--- config.mk ---
export PLATFORM = sky130hd
export DESIGN_NAME = vc_ram_stream_reader_flat
export DESIGN_NICKNAME = d
export VERILOG_FILES = /design/src/rtl/vc_ram_stream_reader_if.sv /design/src/rtl/vc_ram_stream_reader.sv /design/src/flat_wrapper.sv
export SDC_FILE = /design/constraint.sdc
export NUM_CORES = 1
export LEC_CHECK = 0
export ABC_CLOCK_PERIOD_IN_PS = 2500
export BUFFER_PORTS_ARGS = -buffer_cell sky130_fd_sc_hd__buf_2
export CAP_MARGIN = 20
export CORE_AREA = 2 2 65 67
export DETAILED_ROUTE_END_ITERATION = 7
export DIE_AREA = 0 0 67 69
export GPL_ROUTABILITY_DRIVEN = 1
export PLACE_DENSITY = 0.82
export SLEW_MARGIN = 10
export SYNTH_ARGS = -nofsm -noshare
export SYNTH_HDL_FRONTEND = slang
export SYNTH_SLANG_ARGS = --single-unit
export TNS_END_PERCENT = 20
--- constraint.sdc ---
create_clock -name clk -period 2.5 [get_ports clk]
set_input_delay 0.375 -clock clk [delete_from_list [all_inputs] [get_ports clk]]
set_output_delay 0.375 -clock clk [all_outputs]
set_load 0.005 [all_outputs]
--- src/rtl/vc_ram_stream_reader_if.sv ---
// rtl/vc_ram_stream_reader_if.sv - command and output-stream handshake bundle for the RAM stream reader
interface vc_ram_stream_reader_if #(
    parameter int DATA_SZ = 32,
    parameter int ADDR_SZ = 4,
    parameter int CNT_SZ  = 5
);
    logic               cmd_val;
    logic               cmd_rdy;
    logic [ADDR_SZ-1:0] cmd_addr;
    logic [CNT_SZ-1:0]  cmd_len;
    logic               out_val;
    logic               out_rdy;
    logic [DATA_SZ-1:0] out_data;
    logic               out_last;

    modport master (
        output cmd_val, cmd_addr, cmd_len, out_rdy,
        input  cmd_rdy, out_val, out_data, out_last
    );

    modport slave (
        input  cmd_val, cmd_addr, cmd_len, out_rdy,
        output cmd_rdy, out_val, out_data, out_last
    );
endinterface

--- src/rtl/vc_ram_stream_reader.sv ---
// rtl/vc_ram_stream_reader.sv - walks a combinational RAM read port and streams a burst through one output register
module vc_ram_stream_reader #(
    parameter int DATA_SZ = 32,
    parameter int ENTRIES = 16,
    parameter int ADDR_SZ = 4,
    parameter int CNT_SZ  = 5
) (
    input  logic                 clk,
    input  logic                 reset_n,
    vc_ram_stream_reader_if.slave bus,
    output logic [ADDR_SZ-1:0]   raddr,
    input  logic [DATA_SZ-1:0]   rdata,
    output logic                 busy
);
    typedef enum logic {IDLE = 1'b0, BUSY = 1'b1} state_e;

    localparam logic [ADDR_SZ-1:0] LAST_IDX  = ADDR_SZ'(ENTRIES - 1);
    localparam logic [ADDR_SZ:0]   ENTRIES_W = (ADDR_SZ + 1)'(ENTRIES);

    state_e             state_q, state_d;
    logic [ADDR_SZ-1:0] ptr_q, ptr_d;
    logic [CNT_SZ-1:0]  rem_q, rem_d;
    logic               out_val_q, out_val_d;
    logic               out_last_q, out_last_d;
    logic [DATA_SZ-1:0] out_data_q, out_data_d;
    logic               cmd_fire;
    logic               load;

    assign cmd_fire = bus.cmd_val && (state_q == IDLE);
    // The output register is free when empty or being drained this same edge.
    assign load     = (state_q == BUSY) && (!out_val_q || bus.out_rdy);

    assign bus.cmd_rdy  = (state_q == IDLE);
    assign bus.out_val  = out_val_q;
    assign bus.out_data = out_data_q;
    assign bus.out_last = out_last_q;
    assign raddr        = ptr_q;
    assign busy         = (state_q == BUSY) || out_val_q;

    always_comb begin
        state_d    = state_q;
        ptr_d      = ptr_q;
        rem_d      = rem_q;
        out_val_d  = out_val_q;
        out_last_d = out_last_q;
        out_data_d = out_data_q;

        if (cmd_fire && (bus.cmd_len != '0)) begin
            ptr_d   = bus.cmd_addr;
            rem_d   = bus.cmd_len;
            state_d = BUSY;
        end

        if (load) begin
            out_data_d = rdata;
            out_val_d  = 1'b1;
            out_last_d = (rem_q == CNT_SZ'(1));
            ptr_d      = (ptr_q == LAST_IDX) ? '0 : ptr_q + ADDR_SZ'(1);
            rem_d      = rem_q - CNT_SZ'(1);
            if (rem_q == CNT_SZ'(1)) begin
                state_d = IDLE;
            end
        end else if (out_val_q && bus.out_rdy) begin
            out_val_d  = 1'b0;
            out_last_d = 1'b0;
        end
    end

    always_ff @(posedge clk or negedge reset_n) begin
        if (!reset_n) begin
            state_q    <= IDLE;
            ptr_q      <= '0;
            rem_q      <= '0;
            out_val_q  <= 1'b0;
            out_last_q <= 1'b0;
            out_data_q <= '0;
        end else begin
            state_q    <= state_d;
            ptr_q      <= ptr_d;
            rem_q      <= rem_d;
            out_val_q  <= out_val_d;
            out_last_q <= out_last_d;
            out_data_q <= out_data_d;
        end
    end

`ifndef SYNTHESIS
    always @(posedge clk) begin
        if (reset_n && cmd_fire && ({1'b0, bus.cmd_addr} >= ENTRIES_W)) begin
            $display("RTL-ERROR: vc_ram_stream_reader cmd_addr %0d >= ENTRIES %0d", bus.cmd_addr, ENTRIES);
        end
        if ((1 << ADDR_SZ) < ENTRIES) begin
            $display("RTL-ERROR: vc_ram_stream_reader ADDR_SZ %0d too small for ENTRIES %0d", ADDR_SZ, ENTRIES);
        end
    end
`endif
endmodule

--- src/flat_wrapper.sv ---
// flat-port wrapper written by rule: the top's interface ports become plain ports
module vc_ram_stream_reader_flat 
#(
    parameter int DATA_SZ = 32,
    parameter int ENTRIES = 16,
    parameter int ADDR_SZ = 4,
    parameter int CNT_SZ  = 5
)
  (clk, reset_n, raddr, rdata, busy, bus_cmd_val, bus_cmd_addr, bus_cmd_len, bus_out_rdy, bus_cmd_rdy, bus_out_val, bus_out_data, bus_out_last);
  vc_ram_stream_reader_if #(.DATA_SZ(DATA_SZ), .ADDR_SZ(ADDR_SZ), .CNT_SZ(CNT_SZ)) bus_i ();
  input  logic clk;
  input  logic reset_n;
  output logic [ADDR_SZ-1:0] raddr;
  input  logic [DATA_SZ-1:0] rdata;
  output logic busy;
  input wire logic [$bits(bus_i.cmd_val)-1:0] bus_cmd_val;
  input wire logic [$bits(bus_i.cmd_addr)-1:0] bus_cmd_addr;
  input wire logic [$bits(bus_i.cmd_len)-1:0] bus_cmd_len;
  input wire logic [$bits(bus_i.out_rdy)-1:0] bus_out_rdy;
  output wire logic [$bits(bus_i.cmd_rdy)-1:0] bus_cmd_rdy;
  output wire logic [$bits(bus_i.out_val)-1:0] bus_out_val;
  output wire logic [$bits(bus_i.out_data)-1:0] bus_out_data;
  output wire logic [$bits(bus_i.out_last)-1:0] bus_out_last;
  assign bus_i.cmd_val = bus_cmd_val;
  assign bus_i.cmd_addr = bus_cmd_addr;
  assign bus_i.cmd_len = bus_cmd_len;
  assign bus_i.out_rdy = bus_out_rdy;
  assign bus_cmd_rdy = bus_i.cmd_rdy;
  assign bus_out_val = bus_i.out_val;
  assign bus_out_data = bus_i.out_data;
  assign bus_out_last = bus_i.out_last;
  vc_ram_stream_reader #(.DATA_SZ(DATA_SZ), .ENTRIES(ENTRIES), .ADDR_SZ(ADDR_SZ), .CNT_SZ(CNT_SZ)) u_core (.clk(clk), .reset_n(reset_n), .bus(bus_i), .raddr(raddr), .rdata(rdata), .busy(busy));
endmodule
==> results of run 1 <==
==> Yosys cell counts (all sizes together), types with 3 or more instances <==
| cell type | instances |
|---|---|
| dfrtp | 44 |
| nand2 | 105 |
| a31oi | 4 |
| nor2 | 5 |
| nand3 | 5 |
| a21oi | 5 |
| ha | 3 |
| inv | 4 |
| buf | 8 |
| nor3 | 3 |
==> where the power goes <==
group	internal, mW	switching, mW
Clock	0.287	0.221
Combinational	0.330	0.387
Sequential	0.930	0.166
Total	1.55	0.775
==> stage by stage <==
step | util | instance area (um^2) | cells
after floorplan | - | 1891 | 208
after global placement | 0.5965 | 2335 | 335
after detailed placement | 0.5965 | 2335 | 335
after CTS | 0.6218 | 2434 | 341
after global routing | 0.6218 | 2434 | 341
final | 0.6218 | 2434 | 341
==> state kept, by name (all words and copies together), names as in the netlist <==
name	flops
u_core.bus.out_data	32
u_core.rem_q	5
u_core.raddr	4
u_core.bus.out_last	1
u_core.bus.out_val	1
u_core.state_q	1
==> final cells by class <==
| class | instances | area [um^2] |
|---|---|---|
| fill | 347 | 1480 |
| clock inverter | 1 | 30.03 |
| timing repair buffer | 85 | 427.9 |
| inverter | 4 | 15.01 |
| sequential | 44 | 1101 |
| tap | 50 | 62.56 |
| clock buffer | 5 | 68.82 |
| multi-input combinational | 152 | 728.2 |
==> how the worst max path moves through the flow <==
stage | from | endpoint | slack (ns) | cells past startpoint
global route | u_core.bus.out_val | u_core.raddr[3] | 0.83 | 4
detailed placement | bus_out_rdy | u_core.raddr[1] | 0.81 | 6
finish | u_core.bus.out_val | u_core.raddr[3] | 0.93 | 4
global placement | bus_out_rdy | u_core.raddr[0] | 0.85 | 6
floorplan | bus_out_rdy | u_core.raddr[2] | 1.19 | 5
CTS | u_core.bus.out_val | u_core.raddr[3] | 0.90 | 4
==> kinds of logic after synthesis <==
family,Yosys count
AOI/OAI and AO/OA,23
adders and majority gates,3
buffers and inverters,12
DFF,44
and+or+nand+nor,126
==> layer usage <==
layer,part of all wire,global-route usage,vias up
li1,-,-,848
met5,0,0,-
met4,0.0092,0.06122,0
met3,0.062,0.04568,4
met2,0.49,0.3256,66
met1,0.44,0.2579,778
==> impl_metrics.yaml, run 1 <==
die:
  dieArea_mm2: 0.004623
  die_w_um: 67
  starting_utilization_of_the_core_area: 0.4831
  io_pins: 85
  vertical_die_dimension_um: 69
  std_cell_rows: 23
  floorplan.core_area_mm2: 0.003914
synthesis:
  syn_avg_cell_area_um2: 9.089
  postSynth.asyncResetShare: 1.000
  synthDominantAreaCellType: "dfrtp_1"
  synth-compound-area-share: 0.09001
  synthFlopType: "dfrtp_1"
  synth-xor-area-share: 0
  synth.cell_area_mm2: 0.001891
  post_synth_num_cell_types: 30
  synth.ff_latch_count: 44
  synthesis.nets: 256
  synth_top_area_share: 0.5824
  combinational_family_with_the_most_area_after_synthesis: "simple AND/OR/NAND/NOR gates"
  ys_seq_area_frac: 0.5824
  simple_gate_share_of_the_synthesized_area: 0.2753
  yosys.area_share.adder: 0.01985
  synthMuxAreaShare: 0
  yosys-top-cells-area: "dfrtp_1 58%, nand2_1 21%, ha_1 2.0%"
  postSynthCellCount: 208
  yosysWarnings: 0
  synth-edff-count: 0
timing:
  tightestPinTransition_ns: 0.9268
  finalSetupViolCount: 0
  clock-skew-final_ns: 0.005355
  rsz_0062_raised_after_global_routing: "false"
  final-max-slew-violation-count: 0
  slew_headroom: 0.3822
  timing.final.crit_share: 0.6273
  worst_hold_slack_ns: 0.2167
  postLayoutSetupSlackWorst_ns: 0.9319
  hold_violations: 0
  period_minus_slack_ns: 1.568
  fmaxAchievable_mhz: 637.7
  tns_ns: 0
critical_path:
  criticalPathCategory: "register to register"
  critPathBufInv: 0
  max_stage_delay_ns: 0.45
  cp-start-kind: "register"
  critical_path.reg2reg.endpoint: "u_core.raddr[3]"
  worstPathRequired_ns: 2.67
  critical_path.cell_chain: "nand2b_4 -> nand2_1 -> o311ai_1 -> nand3_1"
  critical_path.reg2reg.startpoint: "u_core.bus.out_val"
  type_of_destination_of_the_critical_path: "register"
  slowest_stage: "o311ai_1"
  timing.reg2reg.setup_slack_ns: 0.93
  timing.critical_path.max_delay_family: "simple AND/OR/NAND/NOR gates"
  maximum_fanout_along_the_worst_path: 19
  wp_data_arrival_ns: 1.74
  worst_r2r_path_depth: 4
route:
  detailedRoute.firstIterationViolations: 83
  wl_per_cell_um: 12.41
  detailroute.via_count: 1696
  routed_wl_mm: 4.233
  vias_per_cell: 4.974
  drc: 0
  drt-pass1-iter-count: 4
  postRouteAntennaNets: 0
cts:
  post-cts-setup-buffer-count: 0
  tritoncts_clock_tree: "yes"
  holdBufCountCts: 0
  cts_sinks: 44
  cts.htree.levels: 2
  max-clock-path-buffers: 2
  cts-resized-gates: 0
  total_cts_buffers: 5
  worst_setup_hold_path_clk_slew_ns: 0.08
  clock_insertion_delay_worst_skew_ns: 0.29
  clockRootBuffer: "clkbuf_8"
pwr:
  power_mw: 2.321
  power.density_cell_area_mw_per_mm2: 953.7
  cell_leakage_power_nw: 1.374
  vdd.ir_drop.worst_v: 0.0004818
global_route:
  grt_first_pass_wirelength_mm: 7.127
  grt.overflow.total: 0
  grt.total_usage: 0.1986
  number_of_global_route_vias_before_repair: 1562
  grt_start_max_net_pins: 49
  antenna_violations_before_repair: 0
cells_and_area:
  nNetsFinal: 340
  layout.cells.most_common: "nand2_1"
  most_used_cells_in_the_layout_excluding_fill_and_tap_cells: "105 x nand2_1, 84 x buf_2, 44 x dfrtp_1"
  drive_above_1_share: 0.3299
  syn2layout_area_growth_pct: 28.72
  antennaDiodeCount: 0
place:
  detailed_place_hpwl_mm: 3.009
  finalWeightedCongestion: 0.8172
  numPortBuffers: 84
  placement.setup.worst_slack_ns: 0.8149
worst_hold_path:
  timing.hold.worst.class: "primary input to async pin"
run_status:
  status: "finished, final reports clean"
run:
  cap_violations: 0
No activity file was read; power rests on OpenSTA's default activity.
==> run 2: changes to the inputs <==
--- a/config.mk
+++ b/config.mk
@@ -5,14 +5,15 @@
 export SDC_FILE = /design/constraint.sdc
 export NUM_CORES = 1
 export LEC_CHECK = 0
-export ABC_CLOCK_PERIOD_IN_PS = 2500
+export ABC_AREA = 1
+export ABC_CLOCK_PERIOD_IN_PS = 1500
 export BUFFER_PORTS_ARGS = -buffer_cell sky130_fd_sc_hd__buf_2
 export CAP_MARGIN = 20
-export CORE_AREA = 2 2 65 67
+export CORE_AREA = 2 2 68 70
 export DETAILED_ROUTE_END_ITERATION = 7
-export DIE_AREA = 0 0 67 69
+export DIE_AREA = 0 0 70 72
 export GPL_ROUTABILITY_DRIVEN = 1
-export PLACE_DENSITY = 0.82
+export PLACE_DENSITY = 0.77
 export SLEW_MARGIN = 10
 export SYNTH_ARGS = -nofsm -noshare
 export SYNTH_HDL_FRONTEND = slang
==> constraint.sdc (replaced) <==
create_clock -name clk -period 1.5 [get_ports clk]
set_input_delay 0.225 -clock clk [delete_from_list [all_inputs] [get_ports clk]]
set_output_delay 0.225 -clock clk [all_outputs]
set_load 0.005 [all_outputs]
==> run 2 against run 1 <==
First-iteration DRC count is 2.4% lower. Clock skew fell by 0.0017 ns. Final cell count grew 13%. Largest power group unchanged. Global-route usage is 1.6 points lower. Non-clock buffer count increased by 4. Die area increased by 9.0%. Final area is 5.4% higher. Utilization is 2.0 points lower. Sequential share of layout area decreased by 2.3 points. Setup slack worse by 0.69 ns. Power grew 110%.
==> impl_metrics.yaml, run 2 <==
critical_path:
  type_of_destination_of_the_critical_path: "primary output"
  critical_path.reg2reg.startpoint: "u_core.bus.out_val"
  wp_data_arrival_ns: 1.04
  critical_path.reg2reg.endpoint: "u_core.bus.out_data[4]"
  worst_r2r_path_depth: 6
  timing.reg2reg.setup_slack_ns: 0.26
  maximum_fanout_along_the_worst_path: 4
  cp-start-kind: "register"
  criticalPathCategory: "register to primary output"
  worstPathRequired_ns: 1.27
worst_hold_path:
  hold-path-cell-count: 3
  timing.hold.worst.class: "primary input to register"
  worst_min_delay_path_endpoint: "u_core.bus.out_data[25]"
  timing.hold.worst.start: "rdata[25]"
die:
  die_w_um: 70
  vertical_die_dimension_um: 72
  io_pins: 85
  floorplan.core_area_mm2: 0.004264
  dieArea_mm2: 0.005040
  starting_utilization_of_the_core_area: 0.4610
  std_cell_rows: 24
cts:
  clock_insertion_delay_worst_skew_ns: 0.29
  cts.htree.levels: 2
  max-clock-path-buffers: 2
  tritoncts_clock_tree: "yes"
  clockRootBuffer: "clkbuf_8"
  worst_setup_hold_path_clk_slew_ns: 0.08
  cts_sinks: 44
  total_cts_buffers: 5
  cts-resized-gates: 0
synthesis:
  yosys-top-cells-count: "131 x nand2_1, 44 x dfrtp_1, 15 x nand3_1"
  synthesis.nets: 291
  yosysWarnings: 0
  ys_seq_area_frac: 0.5602
  synth-edff-count: 0
  synth.cell_area_mm2: 0.001966
  synthFlopType: "dfrtp_1"
  postSynth.asyncResetShare: 1.000
  synth.ff_latch_count: 44
  syn_avg_cell_area_um2: 8.089
  post_synth_num_cell_types: 18
  postSynthCellCount: 243
  synth_top_area_share: 0.5602
  yosys-top-cells-area: "dfrtp_1 56%, nand2_1 25%, nand3_1 3.8%"
  synthDominantAreaCellType: "dfrtp_1"
  count_leader_synth: "nand2_1"
timing:
  hold_violations: 0
  period_minus_slack_ns: 1.262
  postLayoutSetupSlackWorst_ns: 0.2376
  rsz_0062_raised_after_global_routing: "false"
  timing.final.crit_share: 0.8416
  tns_ns: 0
  tightestPinTransition_ns: 0.4934
  slew_headroom: 0.6711
  final-max-slew-violation-count: 0
  fmaxAchievable_mhz: 792.1
  finalSetupViolCount: 0
  clock-skew-final_ns: 0.003632
route:
  wl_per_cell_um: 11.61
  vias_per_cell: 4.609
  drc: 0
  detailedRoute.firstIterationViolations: 81
  routed_wl_mm: 4.459
  detailroute.via_count: 1770
  postRouteAntennaNets: 0
  drt-pass1-iter-count: 5
run:
  cap_violations: 0
global_route:
  grt_start_max_net_pins: 40
  antenna_violations_before_repair: 0
  number_of_global_route_vias_before_repair: 1703
  grt.total_usage: 0.1828
  grt_first_pass_wirelength_mm: 7.465
  grt.overflow.total: 0
place:
  detailed_place_hpwl_mm: 3.201
  finalWeightedCongestion: 0.7208
  placement.setup.worst_slack_ns: 0.2648
  numPortBuffers: 84
pwr:
  switching_power_mw: 1.913
  power.density_cell_area_mw_per_mm2: 1918
  cell_leakage_power_nw: 1.509
  power.share.sequential: 0.426
  vdd.ir_drop.worst_v: 0.0009566
  share_comb_of_total_power: 0.418
  p_int_mw: 3.010
  switching_share: 0.3886
  clockPowerShare: 0.156
cells_and_area:
  nNetsFinal: 379
  antennaDiodeCount: 0
  most_used_cells_in_the_layout_excluding_fill_and_tap_cells: "131 x nand2_1, 84 x buf_2, 44 x dfrtp_1, 15 x nand3_1, 13 x inv_1"
  layout.cells.most_common: "nand2_1"
  drive_above_1_share: 0.3012
  final_core_util: 0.6018
  syn2layout_area_growth_pct: 30.55
  largest_register_ffs: 32
run_status:
  status: "finished, final reports clean"
run 2: changes by cell type in the layout (fill, tap and decap cells not counted), sizes merged, moves of 3 or more:
cell	delta
buf	+3
a31oi	-4
inv	+10
a21oi	-4
nand3	+10
nor2	+5
nand2	+30
nor3	-3
o21ai	+8
run 2: worst max path at each step:
stage,startpoint,cells past startpoint,slack [ns],endpoint
after global placement,u_core.bus.out_val,6,0.32,u_core.bus.out_data[2]
after global routing,u_core.state_q,3,0.14,busy
after floorplan,u_core.rem_q[0],8,0.41,u_core.rem_q[2]
final,u_core.state_q,3,0.24,busy
after CTS,u_core.state_q,3,0.22,busy
after detailed placement,u_core.bus.out_val,6,0.26,u_core.bus.out_data[4]
run 2: final cells by class:
class | instances | area, um^2
multi-input combinational | 177 | 755.7
sequential | 44 | 1101
timing repair buffer | 89 | 498.0
clock buffer | 7 | 86.33
fill | 375 | 1698
clock inverter | 1 | 7.507
inverter | 14 | 52.55
tap | 52 | 65.06
run 2: power groups by stage:
stage          Combinational [mW]  Sequential (mW)  Clock [mW]
2_1_floorplan                1.20             2.12           0
3_3_place_gp                 2.01             2.10           0
3_5_place_dp                 2.10             2.10           0
4_1_cts                      2.10             2.10       0.797
5_1_grt                      2.36             2.16       0.832
6_report                     2.06             2.10       0.767
run 2: per-stage QoR:
step                      instances  instance area [um^2]  power (mW)  hold WS, ns
after CTS                       384                  2566       4.994       0.1168
after detailed placement        375                  2462       4.202       0.2176
after global placement          375                  2462       4.109       0.2055
after floorplan                 243                  1966       3.318     -0.07059
final                           384                  2566       4.923       0.1261
after global routing            384                  2566       5.361       0.1208
run 2: kinds of logic after synthesis:
family | synth area share
fa+ha+maj | 0.01910
simple gates | 0.3316
buf+inv | 0.05538
xor+xnor | 0.004457
compound gates | 0.02928
flops | 0.5602
run 2: timing repair:
action                     in CTS  in global routing
buffers inserted                0                  0
hold endpoints to repair       18                  0
setup endpoints to repair       0                  0
hold buffers                    1                  0
run 2: per-layer routing:
layer,global-route usage,wire length (um)
met1,0.2420,2056
met2,0.3005,2077
met3,0.04861,289
met4,0.05128,36
met5,0,0
run 2: critical path, stage by stage, from the launching register on:
cell,delay (ns)
dfrtp_1,0.42
inv_1,0.12
nand2_1,0.08
buf_2,0.13
==> run 3: changes to the inputs <==
--- a/config.mk
+++ b/config.mk
@@ -5,15 +5,15 @@
 export SDC_FILE = /design/constraint.sdc
 export NUM_CORES = 1
 export LEC_CHECK = 0
-export ABC_AREA = 1
-export ABC_CLOCK_PERIOD_IN_PS = 1500
+export ABC_AREA = 0
+export ABC_CLOCK_PERIOD_IN_PS = 1100
 export BUFFER_PORTS_ARGS = -buffer_cell sky130_fd_sc_hd__buf_2
 export CAP_MARGIN = 20
-export CORE_AREA = 2 2 68 70
+export CORE_AREA = 2 2 71 73
 export DETAILED_ROUTE_END_ITERATION = 7
-export DIE_AREA = 0 0 70 72
+export DIE_AREA = 0 0 73 75
 export GPL_ROUTABILITY_DRIVEN = 1
-export PLACE_DENSITY = 0.77
+export PLACE_DENSITY = 0.73
 export SLEW_MARGIN = 10
 export SYNTH_ARGS = -nofsm -noshare
 export SYNTH_HDL_FRONTEND = slang
==> constraint.sdc (replaced) <==
create_clock -name clk -period 1.1 [get_ports clk]
set_input_delay 0.165 -clock clk [delete_from_list [all_inputs] [get_ports clk]]
set_output_delay 0.165 -clock clk [all_outputs]
set_load 0.005 [all_outputs]
==> run 3 against run 2 <==
The flow now finishes with violations (negative setup slack). Global-route usage down 0.63 points. Critical path depth up 3. Sequential power up 17%. Via count up 4.5%. Combinational power up 28%. Worst hold slack worse by 0.062 ns. Critical path type is now register to register.
==> impl_metrics.yaml, run 3 (synthesis results as in run 1) <==
run:
  cap_violations: 0
cells_and_area:
  drive_above_1_share: 0.4509
  largest_register_ffs: 32
  syn2layout_area_growth_pct: 56.39
  seq_area_mm2: 0.001101
  nNetsFinal: 374
  antennaDiodeCount: 0
  multiInputGateArea_um2: 843.3
  most_used_cells_in_the_layout_excluding_fill_and_tap_cells: "98 x nand2_1, 79 x buf_2, 44 x dfrtp_1, 16 x buf_4, 15 x buf_6"
  layout.cells.most_common: "nand2_1"
  layout.filler_cells: 390
die:
  starting_utilization_of_the_core_area: 0.4056
  vertical_die_dimension_um: 75
  dieArea_mm2: 0.005475
  std_cell_rows: 25
  floorplan.core_area_mm2: 0.004661
  io_pins: 85
  die_w_um: 73
worst_hold_path:
  timing.hold.worst.start: "rdata[27]"
  timing.hold.worst.class: "primary input to register"
pwr:
  cell_leakage_power_nw: 1.626
  power.density_cell_area_mw_per_mm2: 2040
  vdd.ir_drop.worst_v: 0.001211
  power_mw: 6.032
route:
  detailedRoute.firstIterationViolations: 68
  drc: 0
  drt-pass1-iter-count: 4
  vias_per_cell: 4.868
  detailroute.via_count: 1850
  postRouteAntennaNets: 0
  routed_wl_mm: 5.159
  wl_per_cell_um: 13.58
run_status:
  status: "finished, violations left"
  violations: "negative setup slack"
cts:
  clock_insertion_delay_worst_skew_ns: 0.29
  tritoncts_clock_tree: "yes"
  cts.htree.levels: 2
  clockRootBuffer: "clkbuf_8"
  cts_sinks: 44
  worst_setup_hold_path_clk_slew_ns: 0.08
  max-clock-path-buffers: 2
  total_cts_buffers: 5
global_route:
  number_of_global_route_vias_before_repair: 1650
  grt_first_pass_wirelength_mm: 7.500
  grt.overflow.total: 0
  antenna_violations_before_repair: 0
  grt.total_usage: 0.1765
  grt_start_max_net_pins: 45
critical_path:
  timing.critical_path.from: "u_core.state_q"
  type_of_destination_of_the_critical_path: "register"
  worstPathRequired_ns: 1.28
  wp_data_arrival_ns: 1.55
  criticalPathCategory: "register to register"
  maximum_fanout_along_the_worst_path: 6
  cp-start-kind: "register"
  critical_path.reg2reg.startpoint: "u_core.state_q"
timing:
  fmaxAchievable_mhz: 728.7
  final-max-slew-violation-count: 0
  slew_headroom: 0.7140
  timing.final.crit_share: 1.248
  finalSetupViolCount: 44
  tns_ns: -7.120
  rsz_0062_raised_after_global_routing: "true"
  period_minus_slack_ns: 1.372
  clock-skew-final_ns: 0.007021
  postLayoutSetupSlackWorst_ns: -0.2724
  hold_violations: 0
  worst_hold_slack_ns: 0.06452
  tightestPinTransition_ns: 0.4267
place:
  finalWeightedCongestion: 0.8649
  detailed_place_hpwl_mm: 3.295
  numPortBuffers: 84
-- run 3: cell types whose count changed in the layout (fill, tap and decap cells not counted), moves of 3 or more --
cell	delta
buf_2	-5
o21ai_1	-7
nor2_1	-6
buf_6	+15
a31oi_1	+3
clkbuf_16	+3
inv_1	-10
a21oi_1	+3
nand3_1	-11
buf_4	+15
nand2_1	-33
-- run 3: per-stage QoR --
stage | utilization | setup slack (ns) | cells | instance area [um^2]
5_1_grt | 0.6344 | -0.3123 | 380 | 2957
2_1_floorplan | - | -0.1506 | 208 | 1904
3_3_place_gp | 0.5528 | -0.1076 | 362 | 2576
4_1_cts | 0.5901 | -0.2301 | 373 | 2750
3_5_place_dp | 0.5528 | -0.1597 | 362 | 2576
6_report | 0.6344 | -0.2724 | 380 | 2957
-- run 3: repair_timing --
action,4_1_cts,5_1_grt
gates resized for setup,14,25
endpoints found under the setup margin,47,48
setup buffers,2,4
hold buffers,1,0
cloned,1,3
pin swaps,3,11
endpoints found under the hold margin,44,0
-- run 3: critical path: stages, from the launching register on --
cell and delay [ns]:
dfrtp_1 0.39, buf_6 0.13, nand2b_4 0.14, a21oi_4 0.05, buf_4 0.15, a32o_1 0.21
a31o_1 0.19
-- run 3: where the power goes --
part           switching (mW)  leakage (nW)  internal, mW  total (mW)
Combinational            1.24          1.06          1.40        2.63
Clock                   0.517        0.0410         0.433       0.950
Sequential              0.336         0.529          2.11        2.45
Total                    2.09          1.63          3.94        6.03
-- run 3: per-layer routing --
metal | up-vias | track usage | share of wire
met5 | - | 0 | 0
met3 | 4 | 0.03481 | 0.058
met2 | 73 | 0.2903 | 0.51
li1 | 916 | - | -
met1 | 857 | 0.2353 | 0.42
met4 | 0 | 0.05967 | 0.0056
-- run 3: path summary, 6_finish.rpt --
kind / to / slack [ns] / depth (start not counted)
worst max-delay path: u_core.raddr[2] / -0.27 / 6
worst min-delay path: u_core.bus.out_data[27] / 0.06 / 3
worst max register to register: u_core.raddr[2] / -0.27 / 6
worst min register to register: u_core.bus.out_data[13] / 0.47 / 2
max in group asynchronous: u_core.rem_q[3] / 0.51 / 3
min in group asynchronous: u_core.bus.out_data[9] / 0.38 / 3
-- run 3: final cells by class --
cell class,count,area share
Sequential cell,44,0.3724
Timing Repair Buffer,118,0.2873
Tap cell,54,0.02285
Multi-Input combinational cell,153,0.2852
Clock inverter,1,0.001693
Inverter,4,0.005925
Clock buffer,6,0.02455
